### config.mk
export PLATFORM = sky130hd
export DESIGN_NAME = fifo_stream_reader
export DESIGN_NICKNAME = d
export VERILOG_FILES = /design/src/rtl/fifo_stream_reader.sv
export SDC_FILE = /design/constraint.sdc
export NUM_CORES = 1
export LEC_CHECK = 0
export CAP_MARGIN = 0
export CORE_UTILIZATION = 46
export CTS_BUF_LIST = sky130_fd_sc_hd__clkbuf_8
export CTS_CLUSTER_SIZE = 10
export DETAILED_ROUTE_END_ITERATION = 7
export PLACE_DENSITY_LB_ADDON = 0.15
export SLEW_MARGIN = 10
export SYNTH_ARGS = -nofsm -noshare
export SYNTH_HDL_FRONTEND = slang
export SYNTH_SLANG_ARGS = --single-unit
### constraint.sdc
create_clock -name clk -period 1.9 [get_ports clk]
set_input_delay 0.285 -clock clk [delete_from_list [all_inputs] [get_ports clk]]
set_output_delay 0.285 -clock clk [all_outputs]
set_load 0.01 [all_outputs]
### src/rtl/fifo_stream_reader.sv
// Read-domain consumer for asynchronous_fifo: pops FIFO words into a small ring
// buffer and re-presents them as a valid/ready stream, with flush and beat count.
module fifo_stream_reader #(
    parameter int WIDTH      = 8,
    parameter int OBUF_DEPTH = 2,
    parameter int CNT_WIDTH  = 16
) (
    input  logic                 clk,
    input  logic                 reset_n,
    output logic                 read_en,
    input  logic [WIDTH-1:0]     read_data,
    input  logic                 empty,
    output logic                 out_valid,
    input  logic                 out_ready,
    output logic [WIDTH-1:0]     out_data,
    input  logic                 flush,
    output logic [CNT_WIDTH-1:0] rd_count,
    output logic                 busy
);
    localparam int PW = (OBUF_DEPTH > 1) ? $clog2(OBUF_DEPTH) : 1;
    localparam int OW = $clog2(OBUF_DEPTH + 1);
    localparam int LW = OW + 1;

    typedef enum logic {RUN, FLUSH} state_t;

    state_t           state, state_nxt;
    logic [WIDTH-1:0] mem [OBUF_DEPTH];
    logic [PW-1:0]    wr_ptr, rd_ptr;
    logic [OW-1:0]    occ;
    logic             pending, run_en, pop_out, push;
    logic [LW-1:0]    level;

    function automatic logic [PW-1:0] ptr_inc(input logic [PW-1:0] p);
        return (p == PW'(OBUF_DEPTH - 1)) ? '0 : p + PW'(1);
    endfunction

    assign out_valid = (occ != '0);
    assign out_data  = mem[rd_ptr];
    assign pop_out   = out_valid && out_ready;
    assign busy      = (state == FLUSH) || out_valid || pending;
    // Occupancy once this cycle's arriving word and departing beat are settled.
    assign level     = LW'(occ) + LW'(pending) - LW'(pop_out);

    always_comb begin
        state_nxt = state;
        read_en   = 1'b0;
        push      = 1'b0;
        case (state)
            RUN: begin
                // run_en keeps read_en low while reset is held and until its release settles.
                read_en = run_en && !empty && (int'(level) < OBUF_DEPTH);
                push    = pending;
                if (flush) state_nxt = FLUSH;
            end
            FLUSH: begin
                read_en = !empty;
                if (!flush && empty && !pending) state_nxt = RUN;
            end
            default: state_nxt = RUN;
        endcase
    end

    always_ff @(posedge clk or negedge reset_n) begin
        if (!reset_n) begin
            state    <= RUN;
            run_en   <= 1'b0;
            pending  <= 1'b0;
            occ      <= '0;
            wr_ptr   <= '0;
            rd_ptr   <= '0;
            rd_count <= '0;
            for (int i = 0; i < OBUF_DEPTH; i++) mem[i] <= '0;
        end else begin
            state   <= state_nxt;
            run_en  <= 1'b1;
            pending <= read_en;
            if (pop_out) rd_count <= rd_count + CNT_WIDTH'(1);
            if (state == RUN && flush) begin
                // Entering FLUSH empties the buffer; a word landing this edge is dropped.
                occ    <= '0;
                wr_ptr <= '0;
                rd_ptr <= '0;
            end else begin
                if (push) begin
                    mem[wr_ptr] <= read_data;
                    wr_ptr      <= ptr_inc(wr_ptr);
                end
                if (pop_out) rd_ptr <= ptr_inc(rd_ptr);
                occ <= occ + OW'(push) - OW'(pop_out);
            end
        end
    end

    a_no_overflow: assert property (@(posedge clk) disable iff (!reset_n)
        (state == RUN && push && !pop_out) |-> (int'(occ) < OBUF_DEPTH));

    a_no_read_when_empty: assert property (@(posedge clk) disable iff (!reset_n)
        empty |-> !read_en);

endmodule

# Word level (Yosys, flattened, before mapping)
# Cells that the tools add are included.
# op_classes
reduce_logical,16
n_bitwise,4
addsub,7
mux,18
magnitude_cmp,4
# op_table
operator,n
$mux 8,4
$add 16x1->16 const B,1
$bwmux 16,1
$mux 1,9
$demux 8 s1,1
$logic_and 1x1->1,7
$reduce_bool 2->1,3
$ge 2x2->1 const B,2
$not 1->2,2
$pmux 1 s2,2
$add 2x1->3,1
$logic_not 1->1,3
$lt 3x2->1 const B,1
$sub 3x1->3,1
$add 1x1->1 const B,2
$add 2x1->2,1
$logic_or 1x1->1,2
$lt 2x1->1 const B,1
$mux 2,1
$not 1->1,2
$reduce_and 2->1,1
$sub 2x1->2,1
# word_totals
output_inout_bits,27
register_bits,39
word_cells,58

# Longest topological paths before layout
# Gate-level depths: netlist of the first run.
# depth
ltp_word,6
mapped_depth,9
mapped_depth_nobuf,9

# Worst setup path before layout of the first run
# No wires, ideal clock.
# synth_timing
kind,reg2out
start,register occ[1]
end,output port read_en
slack_ns,-0.182
arrival_ns,1.797
stages_incl_launch_ff,8
cell_sequence,dfrtp_1 -> or2_2 -> nand2_1 -> nor2_1 -> fa_1 -> xnor2_1 -> a31oi_1 -> nor2_1
# synth_via
elab_chain_cells,6
word_cells_on_any_way,7
# synth_rtl
element,line,rtl
"start, declared",29,logic [OW-1:0] occ;
"start signal, assigned",89,occ <= occ + OW'(push) - OW'(pop_out);
$reduce_bool 2->1,37,assign out_valid = (occ != '0);
via out_valid,13,"output logic out_valid,"
$logic_and 1x1->1,39,assign pop_out = out_valid && out_ready;
$sub 3x1->3,42,assign level = LW'(occ) + LW'(pending) - LW'(pop_out);
$lt 3x2->1,51,read_en = run_en && !empty && (int'(level) < OBUF_DEPTH);
$logic_and 1x1->1,51,
$pmux 1 s2,48,case (state)
"end, declared",10,"output logic read_en,"
# The timed path passes the listed nets, and every way through them passes these cells.

# Final worst setup path of the first run
# layout_timing
start,register occ[0]
end,output port read_en
# layout_via
elab_chain_cells,6
word_cells_on_any_way,7
# layout_rtl
element,line
branches (longest 2 deep; another with $add 2x1->3),-
$sub 3x1->3 *,42
$lt 3x2->1 *,51
$logic_and 1x1->1 *,51
$pmux 1 s2 *,48
# Every way passes the cells marked *.

==> results of run 1 <==
-- critical path: cells and delay by family, from the launching register on --
kind | cells | cell delay, ps
DFF | 1 | 390
AOI/OAI and AO/OA | 1 | 70
buffers and inverters | 1 | 150
adders and majority gates | 1 | 520
and+or+nand+nor | 4 | 500
-- cells by family (layout without fill, tap and decap cells) --
group                      Yosys count  after routing  share of synthesized area [%]
DFF                                 39             39                           55.6
AOI/OAI and AO/OA                    4              4                           1.71
other                                1              1                          0.214
buffers and inverters                4             67                          0.926
muxes                               24             24                           15.4
and+or+nand+nor                     37             37                           12.9
xor gates and xnor gates            20             20                           9.98
adders and majority gates            4              4                           3.28
-- power by group --
| part | leakage, uW | internal, uW | switching, uW |
|---|---|---|---|
| Clock | 0.0000581 | 391 | 298 |
| Sequential | 0.000497 | 1090 | 177 |
| Combinational | 0.000614 | 872 | 554 |
| Total | 0.00117 | 2360 | 1030 |
-- flip-flops by register name, indices dropped and copies added, names as in the netlist --
| name | flops |
|---|---|
| state | 1 |
| pending | 1 |
| rd_count | 16 |
| occ | 2 |
| run_en | 1 |
| mem | 16 |
| rd_ptr | 1 |
| wr_ptr | 1 |
-- stage by stage --
| stage | setup WS [ps] | util, % |
|---|---|---|
| 2_1_floorplan | 6.49 | - |
| 3_3_place_gp | -647 | 63.1 |
| 3_5_place_dp | -720 | 63.1 |
| 4_1_cts | -329 | 66.7 |
| 5_1_grt | -384 | 68.5 |
| 6_report | -310 | 68.5 |
-- repair_timing --
action                                 4_1_cts  5_1_grt
resized for setup                           15       11
setup buffers                                2        3
pin swaps                                    3        4
endpoints found under the hold margin       23        0
setup endpoints to repair                   10        6
hold buffers                                 1        0
-- routing by layer --
metal	vias to the layer above	routed length (um)	global-route usage, %
met2	29	1810	32.7
li1	581	-	-
met1	622	1530	23.6
met5	-	0	0
met3	4	159	6.07
met4	0	29	6.25
-- worst max path at each step --
stage / startpoint / to
final: occ[0] / read_en
after global routing: occ[0] / read_en
after CTS: occ[0] / read_en
after detailed placement: out_ready / read_en
after global placement: out_ready / read_en
after floorplan: occ[1] / read_en
-- layout make-up --
type	instances	area (um^2)	area share [%]
tap	48	60.1	2.40
clock buffer	5	68.8	2.74
inverter	2	10.0	0.399
multi-input combinational	90	808	32.2
sequential	39	978	39.0
timing repair buffer	57	538	21.5
clock inverter	3	43.8	1.75
-- cells in the final DEF, fill, tap and decap left out, types with 2 or more instances in the layout --
| cell type | instances |
|---|---|
| nor2_1 | 4 |
| nand4_1 | 4 |
| buf_2 | 3 |
| nand2b_1 | 2 |
| dfrtp_2 | 2 |
| xnor2_1 | 16 |
| dfrtp_1 | 37 |
| and4_1 | 3 |
| clkbuf_8 | 5 |
| mux2_2 | 24 |
| clkdlybuf4s50_1 | 26 |
| nor2b_1 | 2 |
| nand3_1 | 4 |
| dlygate4sd2_1 | 5 |
| xor2_1 | 2 |
| dlymetal6s2s_1 | 5 |
| nand2_1 | 9 |
| buf_4 | 14 |
==> metrics.yaml, run 1 <==
outcome:
  status: "finished with violations"
  violations: "negative setup slack"
global_routing:
  grt_usage_pct: 19.4
  grt_overflow: 0
  grt_pass1_vias: 1325
  grt_pass1_wl_mm: 5.96
  antenna_found_initial: 0
  grt_max_degree: 26
pwr:
  p_per_area_nw_per_um2: 1350
  leakagePower_uw: 0.00117
  power_uw: 3390
  peakVddDrop_uv: 801
timing:
  fin_setup_tns_ps: -325
  fmax_mhz: 452
  finalCriticalPeriod_ps: 2210
  setup_viol: 2
  drv_slew: 0
  rsz0062_at_grt: "true"
  layout_setup_ws_ps: -310
  period_share_pct: 116
  slew_headroom_pct: 62.5
  final_hold_viol_count: 0
  whs_ps: 488
  fin_worst_skew_ps: 8.96
  tightest_slew_ps: 563
logic_synthesis:
  async_flop_share_pct: 100
  synth_common_cells: "39 x dfrtp_1, 24 x mux2_2, 17 x xnor2_1, 10 x nand2_1, 5 x nor2_1"
  yosysMostFrequentCell: "dfrtp_1"
  synth_flop_cell: "dfrtp_1"
  synthTopCellsByArea: "dfrtp_1 56%, mux2_2 15%, xnor2_1 8.5%"
  avgSynthCellArea_um2: 13.2
  netlist_area_um2: 1760
  synth_area_leader_cell: "dfrtp_1"
  synth_nets: 150
  netlist.area_leader.share_pct: 55.6
  synth.distinct_cells: 28
  ys_seq_elements: 39
  yosysWarnings: 0
  synth_edf_count: 0
  syn_inst: 133
  yosysSeqAreaShare_pct: 55.6
final_layout:
  num-fill-cells: 262
  antenna_cells: 0
  syn_to_final_growth_pct: 42.8
  final_cell_area_um2: 2510
  drive_above_1_share_pct: 33.7
  fin_nets: 212
  finalNonFillerCells: 244
die:
  start_util_pct: 47.9
  num_rows: 22
  die_h_um: 63.8
  die_w_um: 63.8
  io_pins: 40
  die-area_um2: 4070
  coreArea_um2: 3660
placement:
  dpl-instance-area_um2: 2310
  gp_congestion: 0.798
  dp_cells: 230
  dp_hpwl_mm: 2.49
  io_buffers: 39
hold_path:
  hold_end: "rd_count[15]"
  hp-start: "rd_count[15]"
  hp-class: "reg2reg"
  whs_path_depth: 1
critical_path:
  arrival_ps: 1930
  max_stage_delay_ps: 520
  timing.critical_path.cells: "or2_4, nand2_4, nor2_2, fa_2, a31oi_1, nor2_1, buf_2"
  critPathLaunchType: "flop"
  cpMaxStageDelayCell: "fa_2"
  rr_endpoint: "occ[1]"
  reg2reg_depth: 11
  path_max_fanout: 2
  ff2ff_setup_slack_ps: 20
  r2r-start: "occ[0]"
  required_ps: 1620
  endpoint_kind: "output pin"
  worstSetupPathType: "reg2out"
routing:
  drtIter0Drc: 60
  first_pass_iters: 4
  ant_nets: 0
  drc: 0
  vias: 1236
  wirelength_mm: 3.52
  wl_per_cell_um: 14.4
  avgViaCountPerCell: 5.07
clock_tree:
  cts_tree: "built"
  cts_buffers: 5
  path_clk_slew_ps: 80
  cts_root_buffer: "clkbuf_8"
  cts_sinks: 39
  clk_latency_ps: 290
  htree_levels: 2
  clockBufferDepth: 2
flow_run:
  drv_cap: 0
(Power assumes the default switching activity.)
==> run 2, diff against run 1 <==
CORE_UTILIZATION = 58   (was 46)
DONT_BUFFER_PORTS = 1   (was not set)
==> metrics.yaml, run 2 (synthesis gave the netlist of run 1 again) <==
routing:
  avgViaCountPerCell: 5.71
  wl_per_cell_um: 17.1
  first_pass_iters: 6
  drc: 6
  wirelength_mm: 3.09
  vias: 1028
  ant_nets: 0
  drtIter0Drc: 35
pwr:
  switching_share_pct: 32.4
  power.clock.fraction_pct: 22.5
  peakVddDrop_uv: 910
  p_per_area_nw_per_um2: 1480
  p_sw_uw: 980
  leakagePower_uw: 0.000923
  combPwrFrac_pct: 33.1
  internal_power_uw: 2040
  power_uw: 3020
  seqPwrFrac_pct: 44.3
timing:
  rsz0062_at_grt: "true"
  fin_worst_skew_ps: 3.50
  whs_ps: 53.9
  setup_viol: 2
  final_hold_viol_count: 0
  layout_setup_ws_ps: -237
  finalCriticalPeriod_ps: 2140
  drv_slew: 0
  period_share_pct: 112
  fmax_mhz: 468
die:
  num_rows: 19
  die-area_um2: 3250
  start_util_pct: 62.6
  die_h_um: 57.0
  io_pins: 40
  coreArea_um2: 2810
  die_w_um: 57.0
global_routing:
  grt_usage_pct: 21.0
  grt_pass1_vias: 1082
  grt_max_degree: 40
  grt_overflow: 0
  antenna_found_initial: 0
  grt_pass1_wl_mm: 5.04
clock_tree:
  htree_levels: 2
  clk_latency_ps: 290
  cts_tree: "built"
  cts_root_buffer: "clkbuf_8"
  cts_buffers: 5
  cts_sinks: 39
  clockBufferDepth: 2
  path_clk_slew_ps: 70
critical_path:
  path_max_fanout: 2
  required_ps: 1620
  endpoint: "read_en"
  rr_endpoint: "occ[1]"
  critPathLaunchType: "flop"
  ff2ff_setup_slack_ps: -20
  worstSetupPathType: "reg2out"
  endpoint_kind: "output pin"
  r2r-start: "occ[0]"
  arrival_ps: 1850
  reg2reg_depth: 11
  startpoint: "occ[0]"
final_layout:
  layout_commonest_cell: "dfrtp_1"
  fin_nets: 165
  num-fill-cells: 197
  multi_input_area_um2: 818
  drive_above_1_share_pct: 36.9
  most-common-layout-cells: "38 x dfrtp_1, 24 x mux2_2, 16 x xnor2_1, 9 x nand2_1, 7 x buf_4"
  regArea_um2: 977
  final_cell_area_um2: 2050
  antenna_cells: 0
  syn_to_final_growth_pct: 16.7
  reg_top3: "mem x16, rd_count x16, occ x2"
placement:
  io_buffers: 0
  dp_hpwl_mm: 2.10
  dpl-instance-area_um2: 1840
  dp_slack_ps: -2.47
  gp_congestion: 0.805
hold_path:
  hp-class: "in2reg"
outcome:
  status: "finished with violations"
  violations: "design-rule violations, negative setup slack"
flow_run:
  drv_cap: 0
-- run 2: changes by cell type in the layout (fill, tap and decap cells not counted), moves of 3 or more --
cell | before | now
clkdlybuf4s50_1 | 26 | 0
buf_4 | 14 | 7
dlygate4sd2_1 | 5 | 0
dlymetal6s2s_1 | 5 | 0
buf_2 | 3 | 0
-- run 2: worst max-delay path, cell delays in order (launching register included) --
cell and delay, ps:
dfrtp_1 380, or2_4 270, nand2_4 70, nor2_2 40, fa_2 540, a31oi_4 100, nor2_4 160
-- run 2: repair_timing --
item,in CTS,in global routing
hold buffers,2,0
buffers inserted,1,2
hold endpoints to repair,39,0
gates resized for setup,1,8
pin swaps,5,4
setup endpoints to repair,1,2
-- run 2: power groups by stage --
stage / Clock, uW / Sequential [uW] / Combinational [uW]
finish: 681 / 1340 / 1000
global placement: 0 / 1330 / 818
CTS: 695 / 1340 / 896
detailed placement: 0 / 1360 / 857
floorplan: 0 / 1290 / 696
global route: 730 / 1380 / 1090
-- run 2: area by class of cell --
cell class / instances / share of cell area [%]
Timing Repair Buffer: 10 / 4.58
Sequential cell: 39 / 47.7
Clock inverter: 3 / 2.14
Multi-Input combinational cell: 90 / 40.0
Clock buffer: 5 / 3.36
Tap cell: 31 / 1.89
Inverter: 2 / 0.367
-- run 2: worst min path at each step --
stage | from | slack [ps] | cells after the start | to
floorplan | reset_n | -10 | 0 | mem[0]
global placement | reset_n | -10 | 0 | rd_count[2]
finish | empty | 50 | 1 | pending
CTS | empty | 80 | 1 | pending
detailed placement | reset_n | -10 | 0 | rd_count[0]
global route | empty | 40 | 1 | pending
-- run 2: stage by stage --
| stage | cells | TNS, ps | util (%) |
|---|---|---|---|
| floorplan | 133 | 0 | - |
| global placement | 167 | 0 | 65.6 |
| detailed placement | 167 | -2.47 | 65.6 |
| CTS | 178 | -245 | 71.0 |
| global route | 180 | -409 | 73.0 |
| finish | 180 | -258 | 73.0 |
-- run 2: metal layers --
layer	vias to the layer above	GRT usage, %	routed length [um]
met5	-	0	0
met4	0	8.36	46
met3	6	8.39	217
met2	37	34.1	1590
met1	506	25.2	1230
li1	479	-	-
